**config.mk**
```make
export PLATFORM = sky130hd
export DESIGN_NAME = uart_tx_core
export DESIGN_NICKNAME = d
export VERILOG_FILES = /design/src/rtl/uart_pkg.sv /design/src/rtl/uart_tx_baud_cnt.sv /design/src/rtl/uart_tx_core.sv
export SDC_FILE = /design/constraint.sdc
export NUM_CORES = 1
export LEC_CHECK = 0
export BUFFER_PORTS_ARGS = -buffer_cell sky130_fd_sc_hd__clkbuf_2
export CORE_ASPECT_RATIO = 1.2
export CORE_UTILIZATION = 58
export CTS_CLUSTER_DIAMETER = 100
export DETAILED_ROUTE_END_ITERATION = 8
export GPL_ROUTABILITY_DRIVEN = 0
export PLACE_DENSITY = 0.87
export SYNTH_ARGS = -nofsm -noshare
export SYNTH_HDL_FRONTEND = slang
export SYNTH_SLANG_ARGS = --single-unit
```
**constraint.sdc**
```tcl
create_clock -name clk -period 3.1 [get_ports clk]
set_clock_uncertainty 0.2 [all_clocks]
set_input_delay 0.155 -clock clk [delete_from_list [all_inputs] [get_ports clk]]
set_output_delay 0.155 -clock clk [all_outputs]
set_load 0.03 [all_outputs]
```
**src/rtl/uart_pkg.sv**
```systemverilog
// rtl/uart_pkg.sv - shared state type, default sizes and frame-length helper for the UART transmitter
package uart_pkg;

  typedef enum logic [2:0] {
    IDLE   = 3'd0,
    START  = 3'd1,
    DATA   = 3'd2,
    PARITY = 3'd3,
    STOP   = 3'd4
  } tx_state_t;

  localparam int DEFAULT_CLKS_PER_BIT = 16;
  localparam int DEFAULT_DATA_W       = 8;

  // Clock cycles from the accepting edge until ready is high again.
  function automatic int frame_cycles(input int clks_per_bit, input int data_w,
                                      input int stop_bits, input int parity_bits);
    return (1 + data_w + parity_bits + stop_bits) * clks_per_bit + 1;
  endfunction

endpackage

```
**src/rtl/uart_tx_baud_cnt.sv**
```systemverilog
// rtl/uart_tx_baud_cnt.sv - bit-period divider; bit_tick marks the last clock of each serial bit
module uart_tx_baud_cnt
  import uart_pkg::*;
#(
  parameter int CLKS_PER_BIT = DEFAULT_CLKS_PER_BIT
) (
  input  logic clk,
  input  logic nReset,
  input  logic clear,
  output logic bit_tick
);

  localparam int CW = (CLKS_PER_BIT > 1) ? $clog2(CLKS_PER_BIT) : 1;
  localparam logic [CW-1:0] LAST = CW'(CLKS_PER_BIT - 1);

  logic [CW-1:0] cyc_q, cyc_d;

  assign bit_tick = (cyc_q == LAST);

  // Count 0..CLKS_PER_BIT-1; a clear restarts the period so every bit state gets a full period.
  always_comb begin
    cyc_d = cyc_q + 1'b1;
    if (clear || bit_tick) begin
      cyc_d = '0;
    end
  end

  // Counter register.
  always_ff @(posedge clk) begin
    if (!nReset) begin
      cyc_q <= '0;
    end else begin
      cyc_q <= cyc_d;
    end
  end

endmodule

```
**src/rtl/uart_tx_core.sv**
```systemverilog
// rtl/uart_tx_core.sv - UART transmitter FSM; parity state present only when UART_TX_PARITY_EN is defined
module uart_tx_core
  import uart_pkg::*;
#(
  parameter int CLKS_PER_BIT = DEFAULT_CLKS_PER_BIT,
  parameter int DATA_W       = DEFAULT_DATA_W,
  parameter int STOP_BITS    = 1,
  parameter int PARITY_ODD   = 0
) (
  input  logic              clk,
  input  logic              nReset,
  input  logic [DATA_W-1:0] data,
  input  logic              valid,
  output logic              ready,
  output logic              tx,
  output logic              busy,
  output logic              done
);

  localparam int IW = $clog2(DATA_W + 1);
  localparam logic [IW-1:0] LAST_DATA = IW'(DATA_W - 1);
  localparam logic [IW-1:0] LAST_STOP = IW'(STOP_BITS - 1);

  tx_state_t         state_q, state_d;
  logic [DATA_W-1:0] shift_q, shift_d;
  logic [IW-1:0]     idx_q, idx_d;
  logic              tx_q, tx_d;
  logic              accept;
  logic              clear;
  logic              bit_tick;

`ifdef UART_TX_PARITY_EN
  logic par_q, par_d;
`else
  logic unused_parity_odd;
  assign unused_parity_odd = PARITY_ODD[0];
`endif

  // ready is decoded from state alone, which costs one idle clock between frames.
  assign ready  = (state_q == IDLE);
  assign busy   = ~ready;
  assign accept = valid & ready;
  assign tx     = tx_q;
  assign done   = (state_q == STOP) && bit_tick && (idx_q == LAST_STOP);

  // Restart the bit period whenever a new state begins.
  assign clear = accept | (state_d != state_q);

  uart_tx_baud_cnt #(
    .CLKS_PER_BIT(CLKS_PER_BIT)
  ) u_baud (
    .clk     (clk),
    .nReset  (nReset),
    .clear   (clear),
    .bit_tick(bit_tick)
  );

  // Next-state logic: all bit states advance only on bit_tick.
  always_comb begin
    state_d = state_q;
    shift_d = shift_q;
    idx_d   = idx_q;
`ifdef UART_TX_PARITY_EN
    par_d   = par_q;
`endif
    case (state_q)
      IDLE: begin
        if (accept) begin
          state_d = START;
          shift_d = data;
          idx_d   = '0;
`ifdef UART_TX_PARITY_EN
          par_d   = (^data) ^ PARITY_ODD[0];
`endif
        end
      end
      START: begin
        if (bit_tick) begin
          state_d = DATA;
          idx_d   = '0;
        end
      end
      DATA: begin
        if (bit_tick) begin
          shift_d = shift_q >> 1;
          if (idx_q == LAST_DATA) begin
            idx_d = '0;
`ifdef UART_TX_PARITY_EN
            state_d = PARITY;
`else
            state_d = STOP;
`endif
          end else begin
            idx_d = idx_q + 1'b1;
          end
        end
      end
`ifdef UART_TX_PARITY_EN
      PARITY: begin
        if (bit_tick) begin
          state_d = STOP;
          idx_d   = '0;
        end
      end
`endif
      STOP: begin
        if (bit_tick) begin
          if (idx_q == LAST_STOP) begin
            state_d = IDLE;
            idx_d   = '0;
          end else begin
            idx_d = idx_q + 1'b1;
          end
        end
      end
      default: begin
        state_d = IDLE;
        idx_d   = '0;
      end
    endcase
  end

  // Line level for the coming cycle, taken from the next state so tx is a clean flop output.
  always_comb begin
    tx_d = 1'b1;
    case (state_d)
      START:   tx_d = 1'b0;
      DATA:    tx_d = shift_d[0];
`ifdef UART_TX_PARITY_EN
      PARITY:  tx_d = par_d;
`endif
      default: tx_d = 1'b1;
    endcase
  end

  // State and datapath registers; reset aborts any frame and drives the line idle.
  always_ff @(posedge clk) begin
    if (!nReset) begin
      state_q <= IDLE;
      shift_q <= '0;
      idx_q   <= '0;
      tx_q    <= 1'b1;
`ifdef UART_TX_PARITY_EN
      par_q   <= 1'b0;
`endif
    end else begin
      state_q <= state_d;
      shift_q <= shift_d;
      idx_q   <= idx_d;
      tx_q    <= tx_d;
`ifdef UART_TX_PARITY_EN
      par_q   <= par_d;
`endif
    end
  end

endmodule

```
# Yosys cells after proc, flatten, opt, wreduce, memory -nomap -nowiden
# Index checks and enable logic that the tools add are counted.
[word_totals]
register_bits = 20
input_bits = 11
out_inout_bits = 4
elab_cells = 51
[op_classes]
n_addsub = 2
eq_ne = 12
muxes = 18
n_bitwise = 4
n_reduce_logical = 9
[ops]
columns = ["op", "n"]
rows = [
  ["two-way mux 4 bit", 6],
  ["two-way mux 3 bit", 6],
  ["two-way mux 8 bit", 2],
  ["case mux 4 bit (4 select lines)", 1],
  ["case mux 8 bit (2 select lines)", 1],
  ["case mux 3 bit (4 select lines)", 1],
  ["adder 4 x 1 -> 4 bit, second input constant", 2],
  ["equality test 3 x 1 -> 1 bit, second input constant", 2],
  ["equality test 3 x 2 -> 1 bit, second input constant", 2],
  ["!= test 2 bit, second input constant", 3],
  ["equality test 4 x 3 -> 1 bit, second input constant", 1],
  ["equality test 4 bit, second input constant", 1],
  ["zero test 4 bit", 1],
  ["AND reduction 4 bit", 1],
  ["equality test 3 bit, second input constant", 1],
  ["zero test 3 bit", 1],
  ["!= test 3 bit", 1],
  ["AND reduction 3 bit", 1],
  ["logical AND 1 bit", 2],
  ["!= test 2 x 1 -> 1 bit, second input constant", 1],
  ["NOT 1 bit", 2],
  ["case mux 1 bit (2 select lines)", 1],
  ["nonzero test 2 bit", 1],
  ["OR reduction 2 bit", 1],
  ["other kinds (3)", 3],
]

# Longest topological paths before layout
[logic_depth]
ltp_word = 8
ltp_mapped = 7
depth_no_buf = 7

# Modules after synthesis
# A second synthesis with hierarchy kept.
[hier_totals]
hier_cells = 122
hier_area_um2 = 1067.3
[by_module_without_submodules]
columns = ["mod", "n_inst", "cells_each", "area_each_um2", "seq_area_each_um2"]
rows = [
  ["uart_tx_core", 1, 107, 904.6, 320.3],
  ["uart_tx_baud_cnt", 1, 15, 162.7, 80.1],
]

# Worst setup path before layout
# OpenSTA, ideal clock, no wires.
[synth_path]
path_kind = "register to output"
start = "register idx_q[0]"
end = "output done"
arrival_ns = 1.692
t_required_ns = 2.745
path_slack_ns = 1.053
stages_incl_launch_ff = 5
path_buffers = 0
path_cell_list = "dfxtp_1 > inv_1 > ha_1 > or3b_2 > nor3_1"
[synth_via]
elab_chain_len = 2
[synth_rtl]
columns = ["element", "line", "text"]
rows = [
  ["start, declared", "uart_tx_core.sv:26", "logic [IW-1:0] idx_q, idx_d;"],
  ["start signal, assigned", "uart_tx_core.sv:149", "idx_q <= idx_d;"],
  ["zero test 4 bit", "uart_tx_core.sv:44", "assign done = (state_q == STOP) && bit_tick && (idx_q == LAST_STOP);"],
  ["logical AND 1 bit", "uart_tx_core.sv:44", ""],
  ["end, declared", "uart_tx_core.sv:17", "output logic done"],
]
# No other way between the ends.

# Worst setup path in the final report
# Ends and elaborated chain as after synthesis.

==> results.txt <==
- Result of the run: finished clean
* Number of placed instances, taps included: 143
* Total chip power: roughly 0.50 mW
* Yosys synthesis warning count: 0
* Simple-gate share of the synthesized area: 25.9%
* Maximum clock frequency: 0.470 GHz
* Proportion of synthesized area in mux cells: under 10%
- Ranked by total cell area, the synthesized netlist is headed by sky130_fd_sc_hd__dfxtp_1, sky130_fd_sc_hd__a21oi_1, sky130_fd_sc_hd__nand2_1.
- The synthesized design contains 20 register bits.
- Critical path buffer and inverter count: 2
- Average vias per placed instance: 5.86
* Global route total overflow: 0
* Count of antenna diodes in the layout: 0
- CP max stage delay: just over 500 ps
- Post-layout instance count excluding filler cells: between 150 and 200
- Counting flops with a built-in enable in the synthesized netlist gives 0.
* Top cells by count, synth: sky130_fd_sc_hd__dfxtp_1, sky130_fd_sc_hd__a21oi_1, sky130_fd_sc_hd__nand2_1, sky130_fd_sc_hd__nor2_1, sky130_fd_sc_hd__inv_1
- Die area: roughly 0.0019 mm^2
- The synthesized netlist devotes roughly 22% of its cell area to compound gates.
- Along the worst path, the maximum fanout reaches 5.
* Setup repair after global routing missed its margin: no
- TritonCTS created 3 clock buffers.
- Die extent in y: 47.9 um
- Register area share after synthesis: approximately two fifths
* Post-cts hold buffer count: 8
- Routed vias: 914
- Clock-pin slew was measured on the worst setup and hold paths at 110 ps.
- I/O Pins: 15
- Synthesized-area fraction occupied by xor and xnor cells: ~1.7%
- DP Worst Slack: around 1000 ps
- Total setup buffers inserted after CTS: 0
- The synthesized design spends more area on one cell type than any other, namely sky130_fd_sc_hd__dfxtp_1.
* Most used standard cell by instance count after synthesis: sky130_fd_sc_hd__dfxtp_1
- After technology mapping, the gate count stands at 116.
- Leakage power: between 0.4 and 0.5 nW
- After detailed routing, the number of remaining DRC violations is 0.
- In this run the horizontal extent of the chip is 40.3 um.
* Fin crit share: 68.6%
- Combinational family with the most area after synthesis: simple AND/OR/NAND/NOR gates
- Class of the most critical setup path: reg2out
- Setup total negative slack on the finished layout was measured at 0 ps.
- Fraction of final layout cells with drive strength greater than 1: between 20% and 30%
- Areal power density over the cells: a little over 400 mW/mm^2
- Most frequently used flop master after synthesis: sky130_fd_sc_hd__dfxtp_1
- STA classifies the critical path startpoint as a register.
* Required time at the endpoint of the critical path: around 2700 ps
- After synthesis, the mean cell area works out to 8.79 um^2.
* Yosys top cell area share: about two fifths
- Detailed placement finished with a half-perimeter wire length of between 1500 and 2000 um.
- Initial standard-cell utilization of the core: 62.1%
- Insertion delay to the later sink of the worst-skew pair: approximately 300 ps
* Category of cells accounting for the largest share of critical-path delay: simple AND/OR/NAND/NOR gates
* Pin count of the biggest net entering global routing: 15
- Initial detailed-routing violation count: 25
* CTS root buf: sky130_fd_sc_hd__clkbuf_4
- Headroom to the max-slew limit: a little over three fifths
* Synthesized Nets: 130
- The worst-case IR drop observed on VDD is ~0.4 mV.
- The detail route stage leaves a number of antenna-violating nets equal to 0.
- Setup slack on the critical path of the routed design comes to just under 1000 ps.
- Data arrival time of the critical path: between 1500 and 2000 ps
* Wire length per cell after detailed routing: between 10 and 15 um
* Register-to-register path setup slack: roughly 1000 ps
- The number of antenna violations at the first check in global routing was 0.
- Hold/Removal Path Class: in2reg
- After Yosys synthesis, full adders, half adders and majority gates account for ~3.7% of the synthesized area.
- The number of hold violations in the final report came to 0.
* Vias in the first global route: 685
- For this design, the slowest cell found on the critical path is sky130_fd_sc_hd__or3b_2.
- Across every metal layer, demand over resource in global routing totals roughly 22%.
* Number of distinct standard cells referenced by the synthesized netlist: 39
- Critical path cell sequence: inv_1, ha_1, or3b_2, nor3_1, clkbuf_2
* Clock tree from TritonCTS: done
- The core region is around 0.0016 mm^2.
* Number of resized instances in the post-cts repair step: 0
* Iteration count of the initial detailed-routing pass: 4
* Nets: 153
* Wirelength, routed: around 2100 um
* Wire length of the first global-routing pass: approximately 2800 um
* Clock period minus worst slack: about 2100 ps
* Share of flip-flops with an asynchronous set or reset after synthesis: 0%
- Number of max-slew violations in the final report: 0
* Worst-margin pin slew: between 500 and 600 ps
* # port buffers: 14
- In this run the number of H-tree levels came out at 1.
- Cells fill between 70 and 80% of the core in the end.
- Crit path capture type: output pin
* Area growth, synth to finish: 17.8%
- Maximum buffer depth of the clock tree: 2
* Number of max-cap violations: 0
* Final setup violation count: 0
* Placement row count: 16
- Counting every sink on the clock net gives 20.
- Post-synth design cell area: ~0.001 mm^2
## power breakdown
part	total, mW	switching [mW]	internal, mW
registers	0.276	0.00774	0.268
clock network	0.148	0.0766	0.0717
logic	0.0720	0.0397	0.0324
total	0.496	0.124	0.372
## placed cells by master (no fill, tap or decap), drive strengths merged, types with 2 or more instances in the layout
cell         count
a21oi           15
a22oi            6
and2             3
and3             2
clkbuf          18
dfxtp           20
dlygate4sd3      9
ha               3
inv              7
nand2           13
nand3            3
nand3b           3
nor2            10
nor3b            2
o211ai           4
or3              3
or4              3
## metrics by stage
| stage | hold slack (ps) | cell area (um^2) |
|---|---|---|
| 6_report | 36.2 | 1200 |
| 5_1_grt | 49.8 | 1200 |
| 4_1_cts | 10.8 | 1190 |
| 3_5_place_dp | 202 | 1070 |
| 3_3_place_gp | 183 | 1070 |
| 2_1_floorplan | 41.3 | 1020 |
## flip-flops by register name, summed over array words and instances, names as in the netlist
register / cells
u_baud.cyc_q: 4
state_q: 3
idx_q: 4
shift_q: 8
tx: 1
## area by class of cell
| class | count | area [um^2] |
|---|---|---|
| sequential | 20 | 400 |
| clock buffer | 4 | 36.3 |
| multi-input combinational | 84 | 556 |
| inverter | 7 | 26.3 |
| fill | 123 | 440 |
| timing repair buffer | 23 | 160 |
| tap | 18 | 22.5 |
## layer usage
metal	track usage, %	up-vias	part of all wire, %
met4	8.00	0	1.3
met1	25.4	423	44
met2	39.0	29	50
met3	4.19	2	4.2
li1	-	460	-
met5	0	-	0
## worst reg2reg max path: stages, from the launching register on
cell                       delay, ps
sky130_fd_sc_hd__dfxtp_1         450
sky130_fd_sc_hd__nor4b_4         610
sky130_fd_sc_hd__a21oi_2         160
sky130_fd_sc_hd__a221o_1         350
sky130_fd_sc_hd__o211ai_2        170
sky130_fd_sc_hd__nand3b_1         80
## cells by family after synthesis
logic type | after synthesis
xor gates and xnor gates | 2
muxes | 1
AOI/OAI and AO/OA | 32
and+or+nand+nor | 46
buffers and inverters | 12
adders and majority gates | 3
DFF | 20
## final timing paths
| kind | start | end | cells after the start |
|---|---|---|---|
| hold reg to reg | u_baud.cyc_q[0] | u_baud.cyc_q[0] | 1 |
| setup / recovery | idx_q[0] | done | 5 |
| hold / removal | data[0] | shift_q[0] | 3 |
| setup reg to reg | state_q[2] | tx | 5 |
(Power assumes the default switching activity.)
